$ cat config.mk
export PLATFORM = sky130hd
export DESIGN_NAME = evt_pulse_arb
export DESIGN_NICKNAME = d
export VERILOG_FILES = /design/src/rtl/evt_pulse_arb.sv
export SDC_FILE = /design/constraint.sdc
export NUM_CORES = 1
export LEC_CHECK = 0
export ABC_AREA = 1
export BUFFER_PORTS_ARGS = -buffer_cell sky130_fd_sc_hd__buf_2
export CAP_MARGIN = 0
export CORE_MARGIN = 5
export CORE_UTILIZATION = 52
export DETAILED_ROUTE_END_ITERATION = 10
export GPL_TIMING_DRIVEN = 0
export PLACE_DENSITY = 0.72
export SYNTH_ARGS = -nofsm -noshare
export SYNTH_HDL_FRONTEND = slang
export SYNTH_SLANG_ARGS = --single-unit
$ cat constraint.sdc
create_clock -name clk -period 2.3 [get_ports clk]
set_clock_uncertainty 0.05 [all_clocks]
set_input_delay 0.46 -clock clk [delete_from_list [all_inputs] [get_ports clk]]
set_output_delay 0.46 -clock clk [all_outputs]
set_load 0.02 [all_outputs]
$ cat src/rtl/evt_pulse_arb.sv
// evt_pulse_arb: round-robin arbiter that turns level requests from four
// requesters into single issue strobes for one shared transmitter.
// Optional WAIT_DONE watchdog: define EVT_PULSE_ARB_TIMEOUT_EN.
module evt_pulse_arb #(
  parameter int unsigned TO_CYCLES = 255
) (
  input  logic       clk,
  input  logic       reset_n,
  input  logic [3:0] lvl_req,
  input  logic       tx_done,
  output logic       evt_pulse,
  output logic [1:0] evt_id,
  output logic       busy,
  output logic [3:0] evt_drop,
  output logic       timeout_err
);

  typedef enum logic [1:0] {
    IDLE      = 2'd0,
    ISSUE     = 2'd1,
    WAIT_DONE = 2'd2
  } state_t;

  state_t     state, state_nxt;
  logic [3:0] s1, s2, rise, pending, clr_mask;
  logic [1:0] last_grant, grant_idx, evt_id_nxt, cand;
  logic       grant_vld, expire, tmo_fire;

  // Watchdog limits outside 1..255 cannot be held by the 8-bit counter.
  if (TO_CYCLES < 1 || TO_CYCLES > 255) begin : g_bad_to_cycles
    $error("evt_pulse_arb: TO_CYCLES must be within 1..255");
  end

  // Two-flop synchroniser per requester; s1 is the newer sample.
  always_ff @(posedge clk or negedge reset_n) begin
    if (!reset_n) begin
      s1 <= '0;
      s2 <= '0;
    end else begin
      s1 <= lvl_req;
      s2 <= s1;
    end
  end

  assign rise = s1 & ~s2;

  // Round-robin pick: scan +4 down to +1 so the nearest set bit after last_grant wins.
  always_comb begin
    grant_vld = 1'b0;
    grant_idx = last_grant;
    cand      = last_grant;
    for (int k = 4; k >= 1; k--) begin
      cand = last_grant + 2'(k);
      if (pending[cand]) begin
        grant_vld = 1'b1;
        grant_idx = cand;
      end
    end
  end

`ifdef EVT_PULSE_ARB_TIMEOUT_EN
  logic [7:0] wd_cnt;

  // Watchdog counts WAIT_DONE cycles and rests at zero in every other state.
  always_ff @(posedge clk or negedge reset_n) begin
    if (!reset_n) begin
      wd_cnt <= '0;
    end else if (state == WAIT_DONE) begin
      wd_cnt <= wd_cnt + 8'd1;
    end else begin
      wd_cnt <= '0;
    end
  end

  assign expire = (wd_cnt == 8'(TO_CYCLES - 1));
`else
  assign expire = 1'b0;
`endif

  // Next-state logic; tx_done wins over a watchdog expiry in the same cycle.
  always_comb begin
    state_nxt  = state;
    evt_id_nxt = evt_id;
    clr_mask   = '0;
    tmo_fire   = 1'b0;
    case (state)
      IDLE: begin
        if (grant_vld) begin
          state_nxt  = ISSUE;
          evt_id_nxt = grant_idx;
          clr_mask   = 4'b0001 << grant_idx;
        end
      end
      ISSUE: begin
        state_nxt = WAIT_DONE;
      end
      WAIT_DONE: begin
        if (tx_done) begin
          state_nxt = IDLE;
        end else if (expire) begin
          state_nxt = IDLE;
          tmo_fire  = 1'b1;
        end
      end
      default: begin
        state_nxt = IDLE;
      end
    endcase
  end

  // State register, served index, priority pointer and the registered issue strobe.
  always_ff @(posedge clk or negedge reset_n) begin
    if (!reset_n) begin
      state      <= IDLE;
      evt_id     <= 2'd0;
      last_grant <= 2'd3;
      evt_pulse  <= 1'b0;
    end else begin
      state     <= state_nxt;
      evt_id    <= evt_id_nxt;
      evt_pulse <= (state_nxt == ISSUE);
      if (state == ISSUE) begin
        last_grant <= evt_id;
      end
    end
  end

  // Pending flags: a rise on the grant edge re-arms the flag, a rise on a held flag is dropped.
  always_ff @(posedge clk or negedge reset_n) begin
    if (!reset_n) begin
      pending  <= '0;
      evt_drop <= '0;
    end else begin
      evt_drop <= rise & pending & ~clr_mask;
      pending  <= (pending & ~clr_mask) | rise;
    end
  end

  assign busy        = (state != IDLE);
  assign timeout_err = tmo_fire;

endmodule
# After elaboration in Yosys (flattened, before gate mapping)
# Index checks and enable logic that the tools add are counted.
[word_totals]
ff_bits = 23
in_bits = 7
output_inout_bits = 9
[classes]
n_addsub = 3
n_lt_le_gt_ge = 4
n_eq_ne = 3
shift = 1
n_mux = 20
n_bitwise = 7
reduce_logical = 3
[ops]
columns = ["operator", "count"]
rows = [
  ["$and A4 B4 Y4", 4],
  ["$lt A2 B3 Y1 const B", 4],
  ["$mux W2", 5],
  ["$bmux W1 S2", 4],
  ["$mux W1", 8],
  ["$mux W4", 2],
  ["$not A4 Y4", 2],
  ["$pmux W2 S3", 1],
  ["$add A2 B2 Y2 const B", 2],
  ["$eq A2 B1 Y1 const B", 2],
  ["$or A4 B4 Y4", 1],
  ["$shl A1 B2 Y4 const A", 1],
  ["$add A2 B1 Y2 const B", 1],
  ["$eq A2 B2 Y1 const B", 1],
  ["$logic_not A2 Y1", 1],
  ["$reduce_and A2 Y1", 1],
  ["$reduce_bool A2 Y1", 1],
]

# Depth between registers and ports, before layout
# Gate-level depths: netlist (run 1).
[logic_depth]
word_depth = 12
mapped_depth = 13

# Worst setup path after synthesis (run 1)
# OpenSTA, ideal clock, no wires.
[synth_path]
kind = "register -> register"
from = "register last_grant[0]"
to = "register evt_drop[0]"
t_arrival_ps = 1320
required_time_ps = 2131
slack_ps = 811
stages_incl_launch_ff = 12
path_buffers = 1
synth_period_minus_slack_ps = 1489
cell_sequence = "dfstp_2 > buf_6 > inv_6 > nand2_1 > nand2_2 > nand2_2 > nand2_1 > nand2_2 > nand2_1 > nand2_2 > nand4_1 > and2_1"
[synth_between]
elab_chain_cells = 11
[synth_rtl]
columns = ["element", "line_no", "source"]
rows = [
  ["start, declared", "26", "logic [1:0] last_grant, grant_idx, evt_id_nxt, cand;"],
  ["start signal, assigned", "123", "last_grant <= evt_id;"],
  ["$add A2 B2 Y2", "53", "cand = last_grant + 2'(k);"],
  ["$bmux W1 S2", "54", "if (pending[cand]) begin"],
  ["$mux W1 (implied by the code)", "54", ""],
  ["$mux W2 (3 in a row)", "54", ""],
  ["$shl A1 B2 Y4", "91", "clr_mask = 4'b0001 << grant_idx;"],
  ["$mux W4 *", "88", "if (grant_vld) begin"],
  ["$mux W4 *", "86", "case (state)"],
  ["$not A4 Y4 *", "134", "evt_drop <= rise & pending & ~clr_mask;"],
  ["$and A4 B4 Y4 *", "134", ""],
  ["end signal, assigned", "134", ""],
  ["end, declared", "14", "output logic [3:0] evt_drop,"],
]
# Every way passes the cells marked *; elsewhere a longest branch is shown, timed or not. The select of a mux whose other input is x is not followed.
# A chain may end at the register's enable or synchronous reset.

# Worst setup path after layout (run 1)
[layout_path]
from = "register state[0]"
to = "output port busy"
[layout_between]
elab_chain_cells = 1
[layout_rtl]
columns = ["element", "line_no", "source"]
rows = [
  ["start, declared", "24", "state_t state, state_nxt;"],
  ["start signal, assigned", "119", "state <= state_nxt;"],
  ["$reduce_bool A2 Y1", "139", "assign busy = (state != IDLE);"],
  ["end, declared", "13", "output logic busy,"],
]
# Every way passes these cells.

==> results of run 1 <==
-- metrics by stage --
stage	instances	hold slack [ps]	setup WS, ps
2_1_floorplan	123	114	811
3_3_place_gp	164	312	714
3_5_place_dp	164	314	682
4_1_cts	168	59.9	620
5_1_grt	168	74.8	500
6_report	168	54.6	637
-- critical path: stages, from the launching register on --
cell and delay [ps]:
dfrtp_1 430, nor2_1 210, inv_1 60, buf_2 160
-- final cells by class --
type	count	area, um2	area share (%)
multi-input cells	75	334	29.0
repair buffers	14	70.1	6.08
clock buffers	4	26.3	2.28
plain buffers	2	18.8	1.63
flip-flops and latches	23	578	50.2
well taps	27	33.8	2.93
inverters	23	91.3	7.93
-- worst paths after layout --
path                               startpoint            end  slack [ps]  depth (start not counted)
max in group asynchronous             reset_n  last_grant[1]        1790                          1
worst min register to register          s1[0]          s2[0]         340                          0
min in group clk                   lvl_req[3]          s1[3]         200                          1
worst max register to register  last_grant[0]     pending[1]         670                         12
worst max-delay path                 state[0]           busy         640                          3
worst min-delay path                  reset_n      evt_id[0]          50                          1
-- where the power goes --
group          internal (W)  total (W)  switching (W)
registers          0.000525   0.000591      0.0000657
clock network     0.0000675   0.000176       0.000109
logic              0.000266   0.000817       0.000551
-- Yosys cell counts (all sizes together) --
library cell	instances
and2	1
buf	2
clkinv	1
conb	1
dfrtp	21
dfstp	2
inv	22
nand2	52
nand3	6
nand4	3
nor2	8
o21ai	4
-- per-layer routing --
metal	wire [um]	global-route usage [%]	vias to the layer above
met3	64	2.45	2
li1	-	-	402
met4	14	6.22	0
met5	0	0	-
met1	786	17.4	326
met2	823	22.5	7
-- registers in the layout (all words and copies together), names as in the netlist --
signal,flops
evt_drop,4
pending,4
s1,4
s2,4
evt_id,2
last_grant,2
state,2
evt_pulse,1
-- cell families after synthesis --
kind of cell,count (synthesis)
other,1
AND/OR/NAND/NOR,70
AO/OA/AOI/OAI,4
buffers and inverters,25
flip-flops,23
==> out/qor.yml, run 1 <==
timing.setup.tns_ps: 0
fin_nets: 149
design.core.area_um2: 1920
wl_um: 1690
powerDensity_nw_per_um2: 1380
syn_nets: 130
synth_mux_area_share_pct: 0
dp_hpwl_um: 1290
synth_cells: 123
dr.first_iter.drc_count: 8
cp.arrival_ps: 1150
ys_types: 17
synth_compound_area_share_pct: 1.96
detail-route-antenna-nets: 0
layout_common_cells: "nand2_1 (42), dfrtp_1 (21), inv_1 (19), buf_2 (14), nand2_2 (10)"
final_common_cell: "nand2_1"
critical_path_class: "flip-flop to output port"
synth_xor_xnor_area_share_pct: 0
ctsHoldBuffers: 0
synth_fa_ha_area_share_pct: 0
grt_max_degree: 24
cp-end-kind: "output port"
ios: 16
numCtsBuffers: 3
remaining_drc_errors: 0
critPathMaxFanout: 3
clockBufferDepth: 2
fillers: 173
antenna_found_initial: 0
clk_pin_slew_worst_paths_ps: 120
synth_area_leader_cell: "dfrtp_1"
first_pass_iters: 3
grt_pass1_wl_um: 2910
die_w_um: 54.3
synth.avg_cell_area_um2: 8.31
vdd_drop_max_mv: 0.770
status: "finished, final reports clean"
cap_violations: 0
die_h_um: 54.3
rsz0062_at_grt: "no"
cts_setup_buffers: 0
synthTopCellsByArea: "dfrtp_1 (51%), nand2_1 (15%), inv_1 (7.0%)"
synth_seq_area_share_pct: 56.5
overflow: 0
ys_ff_latch: 23
synth_simple_gate_area_share_pct: 30.4
syn_to_final_growth_pct: 12.7
placed_area_um2: 1130
num_rows: 16
netlist_area_um2: 1020
post-route-period-util_pct: 72.3
n_antenna_cell: 0
root_buffer: "clkbuf_4"
final_cell_area_um2: 1150
fin_util_pct: 60.0
fin_crit_ps: 1660
htreeDepth: 1
slew_viol_final: 0
dieArea_um2: 2950
total_power_w: 0.00158
holdCritPathClass: "input pin to asynchronous set/reset pin"
leakage_nw: 0.675
io_buffers: 14
synth_top_family_by_area: "simple AND/OR/NAND/NOR gates"
start_kind: "flip-flop"
setup_violations: 0
synth_top_area_share_pct: 51.4
numClockSinks: 23
drive_above_1_share_pct: 24.8
grt_pass1_vias: 671
grtUsageTotal_pct: 13.7
cts_resized: 0
required_ps: 1790
cts_tree: "done"
gp_congestion: 0.826
vias: 737
insertion_delay_ps: 300
hold_viol_final: 0
start_util_pct: 53.2
wl_per_cell_um: 10.1
viasPerCell: 4.39
fmax_ghz: 0.601
synth_warnings: 0
(Power assumes the default switching activity.)
==> run 2: changes to the inputs <==
Settings changed: CORE_UTILIZATION 52 to 48, PLACE_DENSITY 0.72 to 0.7.
Clock period 2.3 ns to 1.36 ns, I/O delays scaled along.
==> out/qor.yml, run 2 (synthesized netlist as in run 1, its figures left out) <==
status: "finished with violations"  # was finished, final reports clean
violations: "setup timing"
syn_to_final_growth_pct: 29.7  # was 12.7%
detail-route-antenna-nets: 0  # unchanged
die_h_um: 56.2  # was 54.3 um
die_w_um: 56.2  # was 54.3 um
critical_path_class: "flip-flop to flip-flop"  # was flip-flop to output port
overflow: 0  # unchanged
layout_common_cells: "nand2_1 (31), dfrtp_1 (21), inv_1 (19), nand2_2 (15), buf_2 (13)"  # was nand2_1 (42), dfrtp_1 (21), inv_1 (19), buf_2 (14), nand2_2 (10)
clk_pin_slew_worst_paths_ps: 110  # was 120 ps
vdd_drop_max_mv: 1.39  # was 0.770 mV
remaining_drc_errors: 0  # unchanged
numCtsBuffers: 3  # unchanged
wl_um: 1970  # was 1690 um
rr_worst_depth: 11  # was 12
design.core.area_um2: 2000  # was 1920 um2
dp.cells: 164  # unchanged
p_sw_share_pct: 47.0  # was 45.8%
p_int_w: 0.00175  # was 0.000859 W
viasPerCell: 4.45  # was 4.39
slew_viol_final: 0  # unchanged
gp_congestion: 0.851  # was 0.826
antenna_found_initial: 0  # unchanged
n_antenna_cell: 0  # unchanged
wl_per_cell_um: 11.1  # was 10.1 um
cap_violations: 0  # unchanged
p_switching_w: 0.00155  # was 0.000726 W
regArea_um2: 578  # unchanged
num_rows: 16  # unchanged
ios: 16  # unchanged
dp_slack_ps: -258  # was 682 ps
leakage_nw: 0.750  # was 0.675 nW
holdCritPathClass: "input pin to flip-flop"  # was input pin to asynchronous set/reset pin
multi_input_area_um2: 427  # was 334 um2
cp.arrival_ps: 1830  # was 1150 ps
cts_tree: "done"  # unchanged
clockBufferDepth: 2  # unchanged
start_kind: "flip-flop"  # unchanged
final_common_cell: "nand2_1"  # unchanged
cp-end-kind: "flip-flop"  # was output port
powerDensity_nw_per_um2: 2480  # was 1380 nW/um2
htreeDepth: 1  # unchanged
fillers: 175  # was 173
drive_above_1_share_pct: 39.3  # was 24.8%
dp_hpwl_um: 1300  # was 1290 um
stdcell_count: 177  # was 168
fmax_ghz: 0.596
vias: 788  # was 737
root_buffer: "clkbuf_4"  # unchanged
hold_viol_final: 0  # unchanged
grt_max_degree: 24  # unchanged
timing.setup.tns_ps: -2590  # was 0 ps
rsz0062_at_grt: "yes"  # was no
setup_violations: 10  # was 0
post-route-period-util_pct: 123
grt_pass1_vias: 760  # was 671
combPwrFrac_pct: 60.8  # was 51.6%
worstHoldPathCells: 1
start_util_pct: 51.1  # was 53.2%
io_buffers: 14  # unchanged
grtUsageTotal_pct: 13.5  # was 13.7%
finalWorstSetupSlack_ps: -319  # was 637 ps
required_ps: 1510  # was 1790 ps
first_pass_iters: 4  # was 3
insertion_delay_ps: 300  # about the same
grt_pass1_wl_um: 3360  # was 2910 um
fin_crit_ps: 1680
dr.first_iter.drc_count: 4  # was 8
dieArea_um2: 3150  # was 2950 um2
pwr-share-seq_pct: 30.2  # was 37.3%
fin_nets: 158  # was 149
numClockSinks: 23  # unchanged
clkPwrFrac_pct: 9.0  # was 11.1%
critPathMaxFanout: 7  # was 3
[run 2: cell count changes in the layout (fill, tap and decap cells not counted), sizes merged]
cell         previous run  this run
dlygate4sd3             0         2
buf                    16        23
[run 2: power by group through the flow]
| stage | registers, W | clock network, W | logic [W] |
|---|---|---|---|
| 2_1_floorplan | 0.00109 | 0 | 0.00104 |
| 3_3_place_gp | 0.00100 | 0 | 0.00140 |
| 3_5_place_dp | 0.00101 | 0 | 0.00144 |
| 4_1_cts | 0.00101 | 0.000312 | 0.00162 |
| 5_1_grt | 0.00102 | 0.000337 | 0.00222 |
| 6_report | 0.000993 | 0.000298 | 0.00200 |
[run 2: layer usage]
| layer | track usage, % | up-vias | part of all wire, % |
|---|---|---|---|
| met5 | 0 | - | 0 |
| met4 | 5.08 | 0 | 1.7 |
| met3 | 2.55 | 7 | 3.9 |
| met2 | 23.0 | 13 | 51 |
| met1 | 16.8 | 352 | 43 |
| li1 | - | 416 | - |
[run 2: path summary, 6_finish.rpt]
| kind | startpoint | endpoint | slack (ps) |
|---|---|---|---|
| max in group asynchronous | reset_n | last_grant[1] | 500 |
| setup reg to reg | last_grant[0] | evt_drop[0] | -320 |
| setup / recovery | last_grant[0] | evt_drop[0] | -320 |
| hold reg to reg | s1[0] | s2[0] | 340 |
| hold / removal | lvl_req[3] | s1[3] | 10 |
| min in group asynchronous | reset_n | state[0] | 400 |
[run 2: what timing repair did]
| action | CTS | global route |
|---|---|---|
| setup buffers | 4 | 2 |
| pin swaps | 9 | 15 |
| gates resized for setup | 8 | 16 |
| hold buffers | 1 | 1 |
| hold endpoints to repair | 21 | 1 |
| setup endpoints to repair | 11 | 11 |
| cloned | 1 | 0 |
[run 2: critical path, stage by stage, from the launching register on]
cell and delay [ps]:
dfstp_2 560, buf_6 130, inv_8 50, nand2_2 60
nand2_2 60, nand2_2 90, nand2_2 70, nand2_4 90
nand2_4 50, nand2_4 70, nand4_1 100, and2_1 170
[run 2: per-stage QoR]
step / util (%) / instance area (um2) / hold WS [ps] / power (W)
after global placement: 56.9 / 1140 / 205 / 0.00240
after floorplan: - / 1030 / -73.6 / 0.00213
final: 66.3 / 1330 / 11.9 / 0.00329
after global routing: 66.3 / 1330 / 5.46 / 0.00358
after detailed placement: 56.9 / 1140 / 215 / 0.00245
after CTS: 61.7 / 1230 / 8.79 / 0.00294
[run 2: area by class of cell]
cell class	instances	area share (%)
flip-flops and latches	23	43.6
repair buffers	23	11.2
inverters	23	7.08
clock buffers	4	1.98
multi-input cells	75	32.2
plain buffers	2	1.42
well taps	27	2.55
==> run 3: changes to the inputs <==
Settings changed: REMOVE_ABC_BUFFERS set to 1.
==> out/qor.yml, run 3 (synthesized netlist as in run 1, its figures left out) <==
die_h_um: 56.2  # unchanged
required_ps: 1510  # about the same
fmax_ghz: 0.598  # was 0.596 GHz
wl_per_cell_um: 11.2  # was 11.1 um
holdCritPathClass: "input pin to flip-flop"  # unchanged
ios: 16  # unchanged
antenna_found_initial: 0  # unchanged
violations: "setup timing"  # unchanged
io_buffers: 14  # unchanged
insertion_delay_ps: 300  # about the same
cap_violations: 0  # unchanged
worstHoldPathCells: 1  # unchanged
cp.arrival_ps: 1820  # was 1830 ps
clkPwrFrac_pct: 9.3  # was 9.0%
final_cell_area_um2: 1330  # about the same
cp-end-kind: "flip-flop"  # unchanged
finalWorstSetupSlack_ps: -312  # was -319 ps
critPathMaxFanout: 4  # was 7
start_kind: "flip-flop"  # unchanged
stdcell_count: 179  # was 177
dp.cells: 162  # was 164
rsz0062_at_grt: "yes"  # unchanged
viasPerCell: 4.69  # was 4.45
fin_crit_ps: 1670  # was 1680 ps
cts_tree: "done"  # unchanged
syn_to_final_growth_pct: 29.6  # was 29.7%
rrSetupSlack_ps: -310  # was -320 ps
htreeDepth: 1  # unchanged
layout_common_cells: "nand2_1 (34), dfrtp_1 (21), inv_1 (18), nand2_2 (14), buf_2 (13)"  # was nand2_1 (31), dfrtp_1 (21), inv_1 (19), nand2_2 (15), buf_2 (13)
post-route-period-util_pct: 123  # about the same
setup_violations: 11  # was 10
grt_pass1_vias: 750  # was 760
clk_pin_slew_worst_paths_ps: 110  # about the same
p_switching_w: 0.00146  # was 0.00155 W
critical_path_class: "flip-flop to flip-flop"  # unchanged
gp_congestion: 0.859  # was 0.851
clockBufferDepth: 2  # unchanged
dieArea_um2: 3150  # unchanged
remaining_drc_errors: 0  # unchanged
leakage_nw: 0.752  # was 0.750 nW
numClockSinks: 23  # unchanged
status: "finished with violations"  # unchanged
grtUsageTotal_pct: 12.9  # was 13.5%
dr.first_iter.drc_count: 20  # was 4
vias: 839  # was 788
dp_hpwl_um: 1270  # was 1300 um
numCtsBuffers: 3  # unchanged
pwr-share-seq_pct: 31.8  # was 30.2%
grt_pass1_wl_um: 3240  # was 3360 um
hold_viol_final: 0  # unchanged
reg2reg_from: "last_grant[0]"  # unchanged
placed_area_um2: 1110  # was 1140 um2
final_common_cell: "nand2_1"  # unchanged
fin_nets: 160  # was 158
num_rows: 16  # unchanged
combPwrFrac_pct: 58.9  # was 60.8%
timing.setup.tns_ps: -2710  # was -2590 ps
drive_above_1_share_pct: 36.8  # was 39.3%
start_util_pct: 51.1  # unchanged
rr_worst_depth: 10  # was 11
vdd_drop_max_mv: 1.28  # was 1.39 mV
p_int_w: 0.00174  # was 0.00175 W
root_buffer: "clkbuf_4"  # unchanged
die_w_um: 56.2  # unchanged
first_pass_iters: 5  # was 4
p_sw_share_pct: 45.6  # was 47.0%
powerDensity_nw_per_um2: 2420  # was 2480 nW/um2
wl_um: 2000  # was 1970 um
min_to: "s1[1]"  # was s1[3]
hp-start: "lvl_req[1]"  # was lvl_req[3]
design.core.area_um2: 2000  # unchanged
overflow: 0  # unchanged
slew_viol_final: 0  # unchanged
n_antenna_cell: 0  # unchanged
grt_max_degree: 24  # unchanged
timing.rr.end: "evt_drop[0]"  # unchanged
detail-route-antenna-nets: 0  # unchanged
run 3: worst max-delay path by stage:
stage	startpoint	endpoint	cells after the start
after floorplan	last_grant[0]	pending[1]	11
after global placement	last_grant[0]	evt_drop[3]	11
after detailed placement	last_grant[0]	evt_drop[1]	11
after CTS	last_grant[0]	pending[1]	12
after global routing	last_grant[0]	evt_drop[0]	11
final	last_grant[0]	evt_drop[0]	10
run 3: critical path, stage by stage (launching register included):
cell and delay (ps):
dfstp_2 570, buf_4 140, nand2_1 70, nand3_2 80, buf_4 110, nand3_2 70, nand2_1 70, nand2_2 80
inv_2 70, nand4_1 90, and2_1 180
run 3: timing repair:
| action | 4_1_cts | 5_1_grt |
|---|---|---|
| gates resized for setup | 12 | 11 |
| pin swaps | 2 | 9 |
| hold buffers | 1 | 3 |
| endpoints found under the setup margin | 11 | 11 |
| endpoints found under the hold margin | 21 | 3 |
| buffers inserted | 5 | 4 |
run 3: layer usage:
layer,routed length (um),GRT usage [%],up-vias
met5,0,0,-
met2,1040,21.2,19
met1,845,16.3,395
met4,47,5.76,0
met3,67,2.78,6
li1,-,-,419
run 3: per-stage QoR:
step	setup WS, ps	utilization, %	hold slack (ps)	total power [W]
2_1_floorplan	-133	-	-73.6	0.00206
3_3_place_gp	-257	55.3	208	0.00233
3_5_place_dp	-281	55.3	210	0.00237
4_1_cts	-249	61.3	5.72	0.00294
5_1_grt	-436	66.2	2.00	0.00349
6_report	-312	66.2	21.1	0.00320
run 3: power groups by stage:
stage	Sequential [W]	Clock, W	Combinational (W)
2_1_floorplan	0.00111	0	0.000943
3_3_place_gp	0.00104	0	0.00129
3_5_place_dp	0.00105	0	0.00132
4_1_cts	0.00101	0.000313	0.00162
5_1_grt	0.00104	0.000346	0.00210
6_report	0.00102	0.000299	0.00189
run 3: area by class of cell:
type	instances	area [um2]
Fill cell	185	677
Sequential cell	23	578
Multi-Input combinational cell	75	397
Timing Repair Buffer	27	196
Inverter	23	93.8
Tap cell	27	33.8
Clock buffer	4	26.3
